<file path="src/rtl/mc_ctrl.sv">
// Multi-cycle sequencing controller for the MIPS datapath.
// Splits each instruction into fetch/decode/execute/memory/write-back cycles.
module mc_ctrl #(
    parameter int unsigned CNT_W = 32
) (
    input  logic             Clk,
    input  logic             Reset,
    input  logic [5:0]       Op,
    input  logic [5:0]       Funct,
    input  logic             Zero,
    input  logic             Hold,
    output logic             IRWrite,
    output logic             PCWrite,
    output logic [1:0]       NpcSel,
    output logic             RegWrite,
    output logic             MemWrite,
    output logic             RegDst,
    output logic             AluSrc,
    output logic             MemToReg,
    output logic             ExtOp,
    output logic [1:0]       AluOp,
    output logic [2:0]       State,
    output logic             Done,
    output logic             Illegal,
    output logic [CNT_W-1:0] Retired
);

    typedef enum logic [2:0] {
        StFetch  = 3'd0,
        StDecode = 3'd1,
        StExe    = 3'd2,
        StMem    = 3'd3,
        StWb     = 3'd4
    } state_t;

    typedef enum logic [3:0] {
        ClsNone = 4'd0,
        ClsAddu = 4'd1,
        ClsSubu = 4'd2,
        ClsOri  = 4'd3,
        ClsLui  = 4'd4,
        ClsLw   = 4'd5,
        ClsSw   = 4'd6,
        ClsBeq  = 4'd7,
        ClsJ    = 4'd8
    } cls_t;

    state_t           state_q, state_d;
    cls_t             cls_q, cls_dec;
    logic [CNT_W-1:0] retired_q;

    logic       ir_w, pc_w, reg_w, mem_w, done_raw, ill_raw;
    logic       exe_src, exe_ext;
    logic [1:0] exe_op;
    logic       en_ok;

    always_comb begin
        cls_dec = ClsNone;
        case (Op)
            6'b000000: begin
                case (Funct)
                    6'b100001: cls_dec = ClsAddu;
                    6'b100011: cls_dec = ClsSubu;
                    default:   cls_dec = ClsNone;
                endcase
            end
            6'b001101: cls_dec = ClsOri;
            6'b001111: cls_dec = ClsLui;
            6'b100011: cls_dec = ClsLw;
            6'b101011: cls_dec = ClsSw;
            6'b000100: cls_dec = ClsBeq;
            6'b000010: cls_dec = ClsJ;
            default:   cls_dec = ClsNone;
        endcase
    end

    // Datapath selects implied by the latched class; reused in EXE, MEM (lw) and WB.
    always_comb begin
        exe_src = 1'b0;
        exe_ext = 1'b0;
        exe_op  = 2'b00;
        case (cls_q)
            ClsSubu: exe_op = 2'b01;
            ClsOri: begin
                exe_src = 1'b1;
                exe_op  = 2'b10;
            end
            ClsLui: begin
                exe_src = 1'b1;
                exe_op  = 2'b11;
            end
            ClsLw, ClsSw: begin
                exe_src = 1'b1;
                exe_ext = 1'b1;
            end
            ClsBeq:  exe_op = 2'b01;
            default: exe_op = 2'b00;
        endcase
    end

    always_comb begin
        state_d  = StFetch;
        ir_w     = 1'b0;
        pc_w     = 1'b0;
        reg_w    = 1'b0;
        mem_w    = 1'b0;
        done_raw = 1'b0;
        ill_raw  = 1'b0;
        NpcSel   = 2'b00;
        RegDst   = 1'b0;
        AluSrc   = 1'b0;
        MemToReg = 1'b0;
        ExtOp    = 1'b0;
        AluOp    = 2'b00;
        case (state_q)
            StFetch: begin
                ir_w    = 1'b1;
                pc_w    = 1'b1;
                state_d = StDecode;
            end
            StDecode: begin
                if (cls_dec == ClsJ) begin
                    pc_w     = 1'b1;
                    NpcSel   = 2'b10;
                    done_raw = 1'b1;
                end else if (cls_dec == ClsNone) begin
                    ill_raw = 1'b1;
                end else begin
                    state_d = StExe;
                end
            end
            StExe: begin
                AluSrc = exe_src;
                ExtOp  = exe_ext;
                AluOp  = exe_op;
                case (cls_q)
                    ClsAddu, ClsSubu, ClsOri, ClsLui: state_d = StWb;
                    ClsLw, ClsSw:                     state_d = StMem;
                    ClsBeq: begin
                        NpcSel   = 2'b01;
                        pc_w     = Zero;
                        done_raw = 1'b1;
                    end
                    default: state_d = StFetch;
                endcase
            end
            StMem: begin
                if (cls_q == ClsLw) begin
                    AluSrc  = exe_src;
                    ExtOp   = exe_ext;
                    AluOp   = exe_op;
                    state_d = StWb;
                end else if (cls_q == ClsSw) begin
                    mem_w    = 1'b1;
                    done_raw = 1'b1;
                end
            end
            StWb: begin
                reg_w    = 1'b1;
                AluSrc   = exe_src;
                ExtOp    = exe_ext;
                AluOp    = exe_op;
                RegDst   = (cls_q == ClsAddu) || (cls_q == ClsSubu);
                MemToReg = (cls_q == ClsLw);
                done_raw = 1'b1;
            end
            default: state_d = StFetch;
        endcase
    end

    always_ff @(posedge Clk or posedge Reset) begin
        if (Reset) begin
            state_q   <= StFetch;
            cls_q     <= ClsNone;
            retired_q <= '0;
        end else if (!Hold) begin
            state_q <= state_d;
            if (state_q == StDecode) begin
                cls_q <= cls_dec;
            end
            if (done_raw) begin
                retired_q <= retired_q + CNT_W'(1);
            end
        end
    end

    // Side-effecting strobes are suppressed during reset and hold; selects are not.
    assign en_ok    = !Reset && !Hold;
    assign IRWrite  = ir_w && en_ok;
    assign PCWrite  = pc_w && en_ok;
    assign RegWrite = reg_w && en_ok;
    assign MemWrite = mem_w && en_ok;
    assign Done     = done_raw && en_ok;
    assign Illegal  = ill_raw && en_ok;
    assign State    = state_q;
    assign Retired  = retired_q;

endmodule

</file>
<file path="config.mk">
export PLATFORM = sky130hd
export DESIGN_NAME = mc_ctrl
export DESIGN_NICKNAME = d
export VERILOG_FILES = /design/src/rtl/mc_ctrl.sv
export SDC_FILE = /design/constraint.sdc
export NUM_CORES = 1
export LEC_CHECK = 0
export CAP_MARGIN = 20
export CORE_MARGIN = 10
export CORE_UTILIZATION = 30
export DETAILED_ROUTE_END_ITERATION = 16
export MAX_ROUTING_LAYER = met4
export PLACE_DENSITY = 0.58
export SETUP_SLACK_MARGIN = 0.05
export SLEW_MARGIN = 20
export SYNTH_ARGS = -nofsm -noshare
export SYNTH_HDL_FRONTEND = slang
export SYNTH_SLANG_ARGS = --single-unit
</file>
<file path="constraint.sdc">
create_clock -name Clk -period 2.6 [get_ports Clk]
set_clock_uncertainty 0.1 [all_clocks]
set_input_delay 0.52 -clock Clk [delete_from_list [all_inputs] [get_ports Clk]]
set_output_delay 0.52 -clock Clk [all_outputs]
set_load 0.01 [all_outputs]
</file>
Word-level counts from Yosys, hierarchy flattened --
Index checks and enable logic that the tools add are counted.
Word-level totals: bits in registers 39, bits of input ports 16
Operators by class: $add $sub $neg 1, equal/unequal tests 20, mux-type cells 34, bitwise operators 1, reduce and logical (&&, ||, !) cells 20
Operators by type and width (number):
- $add A32 B1 Y32 const B | 1
- $pmux W4 S7 | 1
- $eq A6 B6 Y1 const B | 4
- $mux W1 | 18
- $eq A4 B3 Y1 const B | 4
- $eq A6 B4 Y1 const B | 2
- $pmux W2 S2 | 3
- $pmux W3 S4 | 1
- $eq A4 B2 Y1 const B | 2
- $mux W2 | 4
- $reduce_or A4 Y1 | 2
- $logic_and A1 B1 Y1 | 7
- $eq A3 B2 Y1 const B | 2
- $eq A6 B2 Y1 const B | 1
- $eq A6 B3 Y1 const B | 1
- $logic_not A6 Y1 | 1
- $pmux W2 S3 | 1
- $pmux W3 S2 | 1
- $reduce_or A2 Y1 | 3
- $eq A4 B1 Y1 const B | 1
- $eq A4 B4 Y1 const B | 1
- $logic_not A4 Y1 | 1
- $pmux W1 S2 | 2
- $pmux W1 S4 | 1
- 9 further kinds | 11

Longest topological paths before layout --
word-level depth 8, depth in mapped cells 9, depth with buffers taken out 6

Least setup slack after synthesis --
Ideal clock, no wire load.
path kind input-to-output, start input Op[0], end output Done, arrival time 1.973 ns, required time 1.980 ns, slack 0.007 ns, cell stages on the path 7, path buffers 2, cells stage by stage nor4_2 > nand3b_1 > o21a_1 > o32a_1 > buf_4 > buf_2 > nor2_1
On the way: longest elaborated chain between the ends 6, elaborated cells on any way between the ends 12
Ends and longest elaborated chain:
- start, declared | RTL line 8 | input logic [5:0] Op,
- $eq A6 B2 Y1 (tied with other cells) | RTL line 59 | case (Op)
- $pmux W4 S7 * | RTL line 59
- $eq A4 B4 Y1 * | RTL line 122 | if (cls_dec == ClsJ) begin
- $mux W1 * | RTL line 122
- $pmux W1 S4 * | RTL line 115 | case (state_q)
- $logic_and A1 B1 Y1 * | RTL line 193 | assign Done = done_raw && en_ok;
- end, declared | RTL line 23 | output logic Done,
Every way passes the cells marked *; elsewhere a longest branch is shown, timed or not.

Final worst setup path --
start register cls_q[3], end output Done
On the way: longest elaborated chain between the ends 5, elaborated cells on any way between the ends 8
Ends and longest elaborated chain:
- start, declared | RTL line 49 | cls_t cls_q, cls_dec;
- start signal, assigned | RTL line 174 | cls_q <= ClsNone;
- start signal, assigned | RTL line 179 | cls_q <= cls_dec;
- $eq A4 B3 Y1 | RTL line 153 | end else if (cls_q == ClsSw) begin
- $mux W1 | RTL line 153
- $mux W1 | RTL line 148 | if (cls_q == ClsLw) begin
- $pmux W1 S4 * | RTL line 115
- $logic_and A1 B1 Y1 * | RTL line 193
Marks and branches as above.

==> flow_summary.ini <==
[floorplan]
start_util_pct = 31.10
die-area_um2 = 11490
die_h_um = 107.2
die_w_um = 107.2
core_um2 = 7331
rows = 31
boundaryPins = 65

[logic_synthesis]
ys_ff_latch = 39
yosys.cell_types.count = 45
synth.cell_area_um2 = 2280
yosys_warnings = 0
synth_edf_count = 0
netlist_instances = 248
ys.flop_type = dfrtp_1
synth_nets = 265
synthTopCellsByArea = dfrtp_1, xor2_1, nand2_1, nand4_1, nor3_1
synth.most_common_cell = dfrtp_1
netlist.area_leader.share_pct = 42.81
synth_top_family_by_area = simple AND/OR/NAND/NOR gates
yosys.area.top_type = dfrtp_1
synth-xor-area-share_pct = 12.68
synth_common_cells = dfrtp_1, nand2_1, xor2_1, nor2_1, nor3_1
ys_async_sr_fraction_pct = 100.0
synthAdderAreaFrac_pct = 0.5488
syn_area_per_cell_um2 = 9.192
synthMuxAreaShare_pct = 0.9330
synth-compound-area-share_pct = 8.123
synthSimpleGateAreaFrac_pct = 31.50
synth-seq-area-share_pct = 42.81

[global_route]
grt_usage_pct = 11.92
grt_pass1_vias = 2133
grt_max_degree = 40
antenna_found_initial = 0
overflow = 0
grt_first_pass_wirelength_um = 10960

[clock_tree]
ctsHoldBuffers = 0
htreeDepth = 2
worstSkewPairLatency_ns = 0.29
cts_tree = yes
numCtsBuffers = 5
cts-root-buf = clkbuf_8
clockBufferDepth = 2
clk_pin_slew_worst_paths_ns = 0.08
cts_sinks = 39

[finish]
final_area_um2 = 3491
drive_gt1_share_pct = 24.57
fill_cells = 702
nets = 363
syn_to_final_growth_pct = 53.13
antenna_cells = 0

[power]
power.total_w = 0.001647
p_switching_w = 0.0005177
switching_share_pct = 31.44
peakVddDrop_mv = 0.1964
internal-power_w = 0.001129
p_seq_share_pct = 45.5
power_density_nw_per_um2 = 471.7
combPwrFrac_pct = 29.8
power.leakage_nw = 1.429
p_clk_share_pct = 24.8

[sta]
setup_viol = 0
worst_slew_pin_slew_ns = 0.6890
fmax_ghz = 0.4004
maxSlewViolCount = 0
slew_headroom_pct = 53.93
post-route-min-period_ns = 2.498
fin_tns_setup_ns = 0
rsz0062_at_grt = true
hold_viol = 0
holdWs_ns = 0.3723
min_period_over_period_pct = 96.07
worst_slack_ns = 0.1023

[critical_path]
worstPathArrival_ns = 1.88
end_kind = output port
r2r_cells = 8
path_class = reg2out
required_ns = 1.98
critPathLaunchType = register
path_max_fanout = 3

[route]
post_drt_wl_per_cell_um = 15.23
viasPerCell = 4.955
ant_nets = 0
drt-pass1-iter-count = 4
drcViolationCount = 0
routed_wl_um = 6779
dr_total_vias = 2205
initialDrtViolationCount = 103

[placed_design]
port_buffers = 64
gp_congestion = 0.7741
dpl_cell_area_um2 = 3243
place_ws_ns = -0.6461
dp_hpwl_um = 5010

[worst_hold_path]
hold_class = reg2reg
holdPathStages = 1

[flow_run]
cap_violations = 0

[status]
outcome = completed
[kinds of logic after synthesis]
kind of cell,count (synthesis)
DFF,39
muxes,2
adders and majority gates,1
AOI/OAI and AO/OA,27
buffers and inverters,17
xor gates and xnor gates,33
and+or+nand+nor,129
[power groups by stage]
stage | clock network (W) | logic [W] | registers, W
6_report | 0.000408 | 0.000490 | 0.000749
3_3_place_gp | 0 | 0.000477 | 0.000755
5_1_grt | 0.000448 | 0.000547 | 0.000760
4_1_cts | 0.000421 | 0.000490 | 0.000746
3_5_place_dp | 0 | 0.000483 | 0.000756
2_1_floorplan | 0 | 0.000246 | 0.000747
[routing by layer]
metal | up-vias | track usage, % | wire, µm
li1 | 1087 | - | -
met1 | 1080 | 15.06 | 3107
met2 | 34 | 19.50 | 3416
met3 | 4 | 1.976 | 210
met4 | 0 | 2.611 | 44
met5 | - | - | 0
[registers in the layout (all words and copies together), names as in the netlist]
register and cells:
Retired 32, cls_q 4, State 3
[worst max-delay path: stages (launching register included)]
cell and delay [ns]:
dfrtp_1 0.38, nand2b_4 0.14, or3_4 0.33, o21a_1 0.13, o32a_1 0.37, nor2_2 0.11
buf_2 0.13
[per-stage QoR]
step / util [%] / instances
after CTS: 46.63 / 444
after detailed placement: 44.24 / 432
final: 47.62 / 445
after global routing: 47.62 / 445
after floorplan: - / 248
after global placement: 44.24 / 432
[cells in the final DEF (no fill, tap or decap), drive strengths merged, types with 2 or more instances in the layout]
master	n
a21oi	5
and3	8
and4	3
buf	47
clkbuf	7
clkdlybuf4s50	45
dfrtp	39
dlygate4sd2	9
inv	3
nand2	29
nand2b	4
nand3	12
nand4	12
nor2	16
nor2b	3
nor3	15
nor4	15
nor4b	2
o21a	4
o21ai	7
o221ai	3
or2	3
or3	2
xnor2	6
xor2	27
[worst paths after layout]
check	slack, ns	endpoint	start
worst max-delay path	0.10	Done	cls_q[3]$_DFFE_PP0P_
worst min-delay path	0.37	Retired[31]$_DFFE_PP0P_	Retired[31]$_DFFE_PP0P_
worst max register to register	0.11	Retired[12]$_DFFE_PP0P_	cls_q[3]$_DFFE_PP0P_
worst min register to register	0.37	Retired[31]$_DFFE_PP0P_	Retired[31]$_DFFE_PP0P_
max in group asynchronous	1.31	State[1]$_DFFE_PP0N_	Reset
min in group asynchronous	0.72	Retired[25]$_DFFE_PP0P_	Reset
[area by class of cell]
class	instances	area (µm²)	area share [%]
inverters	3	11.26	0.3226
well taps	99	123.9	3.548
clock inverters	1	5.005	0.1434
clock buffers	6	82.58	2.366
flip-flops and latches	39	977.2	27.99
multi-input cells	192	1341	38.42
repair buffers	105	949.7	27.20
[timing repair]
item,in CTS,in global routing
buffers inserted,4,1
gates resized for setup,53,16
cloned,1,0
pin swaps,8,10
setup endpoints to repair,35,22
hold endpoints to repair,0,0
Power figures use the tool's default switching activity.
